==> src/rtl/noc_pkg.sv <==
// Shared port, direction and flit-type definitions for the 5-port mesh router.
package noc_pkg;

  typedef enum logic [2:0] {
    PORT_L = 3'd0,
    PORT_S = 3'd1,
    PORT_W = 3'd2,
    PORT_E = 3'd3,
    PORT_N = 3'd4
  } port_e;

  typedef enum logic [1:0] {
    FLIT_BODY   = 2'b00,
    FLIT_TAIL   = 2'b01,
    FLIT_HEAD   = 2'b10,
    FLIT_SINGLE = 2'b11
  } flit_e;

  localparam logic [5:0] DIR_IDLE = 6'b100000;
  localparam logic [5:0] DIR_N    = 6'b010000;
  localparam logic [5:0] DIR_E    = 6'b001000;
  localparam logic [5:0] DIR_W    = 6'b000100;
  localparam logic [5:0] DIR_S    = 6'b000010;
  localparam logic [5:0] DIR_L    = 6'b000001;

  localparam logic [2:0] CREDIT_DISABLED = 3'b110;
  localparam logic [2:0] CREDIT_LOCAL    = 3'b111;

  // Round-robin order is N -> E -> W -> S -> L -> N, i.e. descending index.
  function automatic port_e next_port(input port_e p);
    return (p == PORT_L) ? PORT_N : port_e'(p - 3'd1);
  endfunction

endpackage

==> src/rtl/rr_arbiter5.sv <==
// Five-way round-robin arbiter: grant goes to the first requester at or after
// the pointer; the pointer moves past the winner when update is strobed.
module rr_arbiter5
  import noc_pkg::*;
(
  input  logic       clk,
  input  logic       rst,
  input  logic [4:0] req,
  input  logic       update,
  output logic [4:0] grant
);

  port_e ptr_q;
  port_e winner;
  port_e cur;
  logic  found;

  always_comb begin
    grant  = '0;
    winner = ptr_q;
    found  = 1'b0;
    cur    = ptr_q;
    for (int unsigned k = 0; k < 5; k++) begin
      if (!found && req[cur]) begin
        grant[cur] = 1'b1;
        winner     = cur;
        found      = 1'b1;
      end
      cur = next_port(cur);
    end
  end

  always_ff @(posedge clk or posedge rst) begin
    if (rst) begin
      ptr_q <= PORT_N;
    end else if (update && found) begin
      ptr_q <= next_port(winner);
    end
  end

endmodule

==> src/rtl/switch_allocator.sv <==
// Per-output wormhole switch allocator with downstream credit tracking.
// One rr_arbiter5 per output; locks, owners and credit counters are kept here.
module switch_allocator
  import noc_pkg::*;
#(
  parameter int unsigned BUF_DEPTH = 5,
  parameter logic [4:0]  PORT_EN   = 5'b11111
) (
  input  logic        clk_i,
  input  logic        rst_i,
  input  logic [5:0]  north_dir_i,
  input  logic [5:0]  east_dir_i,
  input  logic [5:0]  west_dir_i,
  input  logic [5:0]  south_dir_i,
  input  logic [5:0]  local_dir_i,
  input  logic [9:0]  flit_type_i,
  input  logic [4:0]  counter_minus_i,
  input  logic [4:0]  credit_return_i,
  output logic        arb_o,
  output logic [4:0]  filter_o,
  output logic [14:0] credit_all_o,
  output logic [4:0]  lock_o
);

  logic [5:0] dir [5];
  flit_e      ftype [5];
  logic [4:0] is_head, is_head_only, is_tail;
  logic [4:0] req_mat [5];  // [output][input]
  logic [4:0] arb_req [5];
  logic [4:0] grant [5];
  logic [4:0] sel [5];
  logic [4:0] pass [5];
  logic [4:0] arb_upd, lock_set, lock_clr;
  logic [4:0] credit_ok;
  logic [4:0] blocked;

  logic [4:0] locked_q;
  logic [4:0] owner_q [5];
  logic [2:0] credit_q [4:1];

  assign dir[PORT_N] = north_dir_i;
  assign dir[PORT_E] = east_dir_i;
  assign dir[PORT_W] = west_dir_i;
  assign dir[PORT_S] = south_dir_i;
  assign dir[PORT_L] = local_dir_i;

  always_comb begin
    is_head      = '0;
    is_head_only = '0;
    is_tail      = '0;
    for (int unsigned i = 0; i < 5; i++) begin
      ftype[i]        = flit_e'(flit_type_i[2*i +: 2]);
      is_head[i]      = (ftype[i] == FLIT_HEAD) || (ftype[i] == FLIT_SINGLE);
      is_head_only[i] = (ftype[i] == FLIT_HEAD);
      is_tail[i]      = (ftype[i] == FLIT_TAIL);
    end
    for (int unsigned o = 0; o < 5; o++) begin
      req_mat[o] = '0;
      for (int unsigned i = 0; i < 5; i++) begin
        req_mat[o][i] = dir[i][o] & ~dir[i][5];
      end
    end
  end

  always_comb begin
    credit_ok    = '1;
    for (int unsigned o = 1; o < 5; o++) begin
      credit_ok[o] = (credit_q[o] != '0);
    end
  end

  for (genvar o = 0; o < 5; o++) begin : g_out
    // Only head/single flits may compete for an idle output.
    assign arb_req[o] = locked_q[o] ? '0 : (req_mat[o] & is_head);

    rr_arbiter5 u_arb (
      .clk    (clk_i),
      .rst    (rst_i),
      .req    (arb_req[o]),
      .update (arb_upd[o]),
      .grant  (grant[o])
    );

    assign sel[o]      = locked_q[o] ? (owner_q[o] & req_mat[o]) : grant[o];
    assign pass[o]     = credit_ok[o] ? sel[o] : '0;
    assign arb_upd[o]  = !locked_q[o] && counter_minus_i[o] && (grant[o] != '0);
    assign lock_set[o] = arb_upd[o] && ((grant[o] & is_head_only) != '0);
    assign lock_clr[o] = locked_q[o] && counter_minus_i[o]
                         && ((owner_q[o] & req_mat[o] & is_tail) != '0);

    a_no_body_to_idle: assert property (@(posedge clk_i) disable iff (rst_i)
      !(!locked_q[o] && ((req_mat[o] & ~is_head) != '0)));
  end

  for (genvar o = 1; o < 5; o++) begin : g_cred_chk
    if (PORT_EN[o]) begin : g_en
      a_no_underflow: assert property (@(posedge clk_i) disable iff (rst_i)
        !(counter_minus_i[o] && !credit_return_i[o] && credit_q[o] == '0));
      a_no_overflow: assert property (@(posedge clk_i) disable iff (rst_i)
        !(credit_return_i[o] && !counter_minus_i[o] && credit_q[o] == 3'(BUF_DEPTH)));
    end
  end

  always_ff @(posedge clk_i or posedge rst_i) begin
    if (rst_i) begin
      locked_q <= '0;
      for (int unsigned o = 0; o < 5; o++) begin
        owner_q[o] <= '0;
      end
      for (int unsigned o = 1; o < 5; o++) begin
        credit_q[o] <= PORT_EN[o] ? 3'(BUF_DEPTH) : CREDIT_DISABLED;
      end
    end else begin
      for (int unsigned o = 0; o < 5; o++) begin
        if (lock_set[o]) begin
          locked_q[o] <= 1'b1;
          owner_q[o]  <= grant[o];
        end else if (lock_clr[o]) begin
          locked_q[o] <= 1'b0;
        end
      end
      // Underflow and overflow saturate; simultaneous minus and return cancel.
      for (int unsigned o = 1; o < 5; o++) begin
        if (PORT_EN[o]) begin
          case ({counter_minus_i[o], credit_return_i[o]})
            2'b10:   if (credit_q[o] != '0) credit_q[o] <= credit_q[o] - 3'd1;
            2'b01:   if (credit_q[o] != 3'(BUF_DEPTH)) credit_q[o] <= credit_q[o] + 3'd1;
            default: ;
          endcase
        end
      end
    end
  end

  always_comb begin
    blocked = '0;
    for (int unsigned o = 0; o < 5; o++) begin
      blocked = blocked | (req_mat[o] & ~pass[o]);
    end
  end

  assign filter_o     = rst_i ? '0 : blocked;
  assign arb_o        = |filter_o;
  assign lock_o       = locked_q;
  assign credit_all_o = {credit_q[4], credit_q[3], credit_q[2], credit_q[1], CREDIT_LOCAL};

endmodule

==> config.mk <==
export PLATFORM = sky130hd
export DESIGN_NAME = switch_allocator
export DESIGN_NICKNAME = d
export VERILOG_FILES = /design/src/rtl/noc_pkg.sv /design/src/rtl/rr_arbiter5.sv /design/src/rtl/switch_allocator.sv
export SDC_FILE = /design/constraint.sdc
export NUM_CORES = 1
export LEC_CHECK = 0
export ABC_AREA = 1
export CORE_AREA = 2 2 146 148
export DETAILED_ROUTE_END_ITERATION = 8
export DIE_AREA = 0 0 148 150
export PLACE_DENSITY = 0.76
export SLEW_MARGIN = 20
export SYNTH_ARGS = -nofsm -noshare
export SYNTH_HDL_FRONTEND = slang
export SYNTH_SLANG_ARGS = --single-unit
==> constraint.sdc <==
create_clock -name clk_i -period 4.88 [get_ports clk_i]
set_clock_uncertainty 0.1 [all_clocks]
set_input_delay 0.732 -clock clk_i [delete_from_list [all_inputs] [get_ports clk_i]]
set_output_delay 0.732 -clock clk_i [all_outputs]
set_load 0.05 [all_outputs]
==> results.md <==
| Quantity | This run | Unit |
|:---|:---|:---|
| Run status | finished, final reports clean | - |
| Total non-filler cell area in the finished layout | 11500 | um2 |
| Initial core utilization | 43.3 | % |
| Ports placed on the boundary | 78 | - |
| Period utilization | 98.2 | % |
| Synth Area per Inst | 5.62 | um2 |
| TritonCTS clock tree | done | - |
| Worst slew slack as a fraction of its limit | 51.6 | % |
| Final-layout fill cell count | 2044 | - |
| Startpoint class of the critical path | primary input | - |
| Yosys warning count | 0 | - |
| Antenna-violating nets left | 0 | - |
| Max Slew Vio Count | 0 | - |
| Area occupied by registers | 1450 | um2 |
| Final core utilization | 55.7 | % |
| Final hold violation count | 0 | - |
| Final HPWL from detailed placement | 23.5 | mm |
| Number of setup violations in the final report | 0 | - |
| Primary FF master, synth | dfrtp_1 | - |
| Most common cell after layout, fill and taps aside | nand2_1 | - |
| Number of synthesized flops with an enable pin | 0 | - |
| IO Port Bufs | 73 | - |
| Cell family with the largest share of critical-path delay | simple AND/OR/NAND/NOR gates | - |
| Number of nets in the finished design | 1836 | - |
| Commonest non-fill, non-tap cells in the layout | 515 x nand2_1, 200 x inv_1, 166 x nand3_1 | - |
| Wire length of the first global-routing pass | 47.3 | mm |
| Cell occurring most often along the worst timing path | nand2_1 | - |
| Max Fanout on Critical Path | 9 | - |
| CP max stage cell | clkdlybuf4s50_1 | - |
| Stage delay of the slowest cell on the critical path | 0.67 | ns |
| Hold Path Sink | owner_q[4] | - |
| Placed Instance Area | 10400 | um2 |
| Via density per instance | 5.34 | - |
| R2r setup slk | 1.10 | ns |
| Drt wl/cell | 14.8 | um |
| Detailed-route via count | 10869 | - |
| Clk Latency, worst-skew pair | 0.34 | ns |
| Critical path class | in -> out | - |
| Sort of element at the end of the critical path | output port | - |
| Classification of the worst-slack hold path | reg -> reg | - |
| First-iteration detailed-routing DRC count | 754 | - |
| Synth cell types | 54 | - |
| Die area | 22200 | um2 |
| Crit path cell chain | clkdlybuf4s50_1, inv_1, nor3_1, o21ai_0, nand3_1, nand3_1, nor2_2, nand2_1, nand2_1, inv_1, nand2_1, inv_1, nand3_1, a21oi_1, nor2_1, nand2_1, nand2_2, nand2_1, nor2_1, nand2_1, buf_12 | - |
| Reg-to-Reg Start | g_out[2].u_arb.ptr_q[1] | - |
| CTS sink cnt | 57 | - |
| Area growth syn-to-layout | 28.7 | % |
| Overall die width | 148 | um |
| Worst reg-to-reg path cell count | 28 | - |
| Largest buffer count on any clock path | 2 | - |
| Total wirelength of the detailed-routed design | 30.2 | mm |
| Max Cap Violations | 0 | - |
| Arrival time at the worst endpoint | 3.96 | ns |
| Number of global-route vias before repair | 9743 | - |
| Critical register-to-register path endpoint | g_out[2].u_arb.ptr_q[0] | - |
| Post-Syn Instances | 1594 | - |
| Fraction of layout instances using a drive strength above 1 | 21.7 | % |
| Remaining Overflow, GRT | 0 | - |
| Placer congestion estimate | 0.963 | - |
| Final critical-path required period | 4.79 | ns |
| Async set-or-reset flop fraction in the synthesized netlist | 100 | % |
| Unrepaired setup endpoints after global routing | yes | - |
| Number of H-tree branching levels | 3 | - |
| Number of gates on the worst path with buffers counted | 21 | - |
| CTS root buf | clkbuf_16 | - |
| Sum of buffers and inverters on the critical path | 5 | - |
| Cell Rows | 53 | - |
| Number of diodes | 0 | - |
| Combined area of the multi-input logic cells | 6950 | um2 |
| Tot GR Track Use | 26.2 | % |
| Highest clock frequency the design can meet | 209 | MHz |
| Sequential share of the synthesized area | 16.1 | % |
| Fin Hold WS | 0.368 | ns |
| Number of antenna violations at the first check in global routing | 0 | - |
| DR DRC count | 0 | - |
| Largest net degree at the start of global routing | 55 | - |
| Number of clock buffers inserted by TritonCTS | 9 | - |
| Hold depth | 2 | - |
| Placeable core area | 20700 | um2 |
| Required time worst endpoint | 4.05 | ns |
| Min-Delay Startpoint | owner_q[4] | - |
| Transition time of the tightest slew-check pin | 0.726 | ns |
| Clock transition at the registers of the reported paths | 0.05 | ns |
| Drt first pass iters | 9 | - |
| Die height | 150 | um |
| Register bit count reported by yosys | 57 | - |
| Cell area after synthesis | 8960 | um2 |
[what timing repair did]
| action | in CTS | in global routing |
|---|---|---|
| setup buffers | 5 | 30 |
| hold buffers | 0 | 0 |
| resized for setup | 33 | 101 |
| pin swaps | 14 | 51 |
| gates cloned | 0 | 1 |
| setup endpoints to repair | 6 | 6 |
[worst max path at each step]
| stage | start | end |
|---|---|---|
| 6_report | flit_type_i[5] | arb_o |
| 4_1_cts | g_out[1].u_arb.ptr_q[2] | arb_o |
| 3_3_place_gp | local_dir_i[5] | arb_o |
| 3_5_place_dp | g_out[2].u_arb.ptr_q[2] | arb_o |
| 5_1_grt | g_out[2].u_arb.ptr_q[1] | arb_o |
| 2_1_floorplan | g_out[3].u_arb.ptr_q[2] | arb_o |
[per-layer routing]
| metal | routed length [um] | track usage (%) |
|---|---|---|
| met1 | 12700 | 34.7 |
| met2 | 13800 | 42.8 |
| met3 | 2250 | 3.48 |
| met4 | 1430 | 11.3 |
| met5 | 0 | 0 |
[final cells by class]
cell class,instances,area share [%]
Sequential cell,57,12.5
Multi-Input combinational cell,1268,60.3
Timing Repair Buffer,163,12.8
Clock buffer,13,2.43
Clock inverter,2,0.304
Tap cell,275,2.98
Inverter,259,8.63
[cells in the mapped netlist (all sizes together), types with 2 or more instances]
library cell | n | area [um2]
ha | 22 | 275
o21ai | 97 | 493
a31o | 2 | 17.5
xor2 | 7 | 61.3
fa | 4 | 80.1
dfstp | 13 | 342
o221ai | 3 | 26.3
a31oi | 11 | 68.8
o21a | 2 | 15.0
nor2 | 193 | 876
a21oi | 34 | 189
nand3b | 6 | 48.8
o21bai | 3 | 33.8
nand4 | 37 | 299
o31ai | 5 | 37.5
inv | 259 | 985
nand3 | 192 | 1060
nor3 | 24 | 146
nand2 | 598 | 2530
xnor2 | 5 | 43.8
o211ai | 9 | 72.6
dfrtp | 44 | 1100
o22ai | 4 | 25.0
buf | 12 | 87.6
[sequential cells by signal, summed over array words and instances, names as in the netlist]
signal             count
owner_q               25
g_out.u_arb.ptr_q     15
credit_all_o          12
lock_o                 5
[logic make-up (layout without fill, tap and decap cells)]
logic type,count (synthesis),in the layout,share of synthesized area (%)
flops,57,57,16.1
xor+xnor,12,12,1.17
simple gates,1052,1053,55.4
fa+ha+maj,26,26,3.97
buf+inv,272,437,12.0
other cells,1,3,0.0419
compound gates,174,174,11.3
[worst register-to-register path: cells and delay by family (launching register included)]
family	cells	cell delay, ns
adder cells (fa/ha/maj)	4	0.67
buffers and inverters	7	0.52
AO/OA/AOI/OAI	4	0.61
AND/OR/NAND/NOR	13	1.34
flip-flops	1	0.43
[per-stage QoR]
stage | TNS, ns | worst slack [ns] | cells
2_1_floorplan | -0.142 | -0.142 | 1596
3_3_place_gp | 0 | 0.215 | 1986
3_5_place_dp | 0 | 0.162 | 1986
4_1_cts | -0.00262 | -0.00262 | 2006
5_1_grt | -0.324 | -0.138 | 2037
6_report | 0 | 0.0867 | 2037
Power is left out: the tool's default activity adds up to more than one toggle a clock period on the data nets, which glitch-free logic cannot reach.
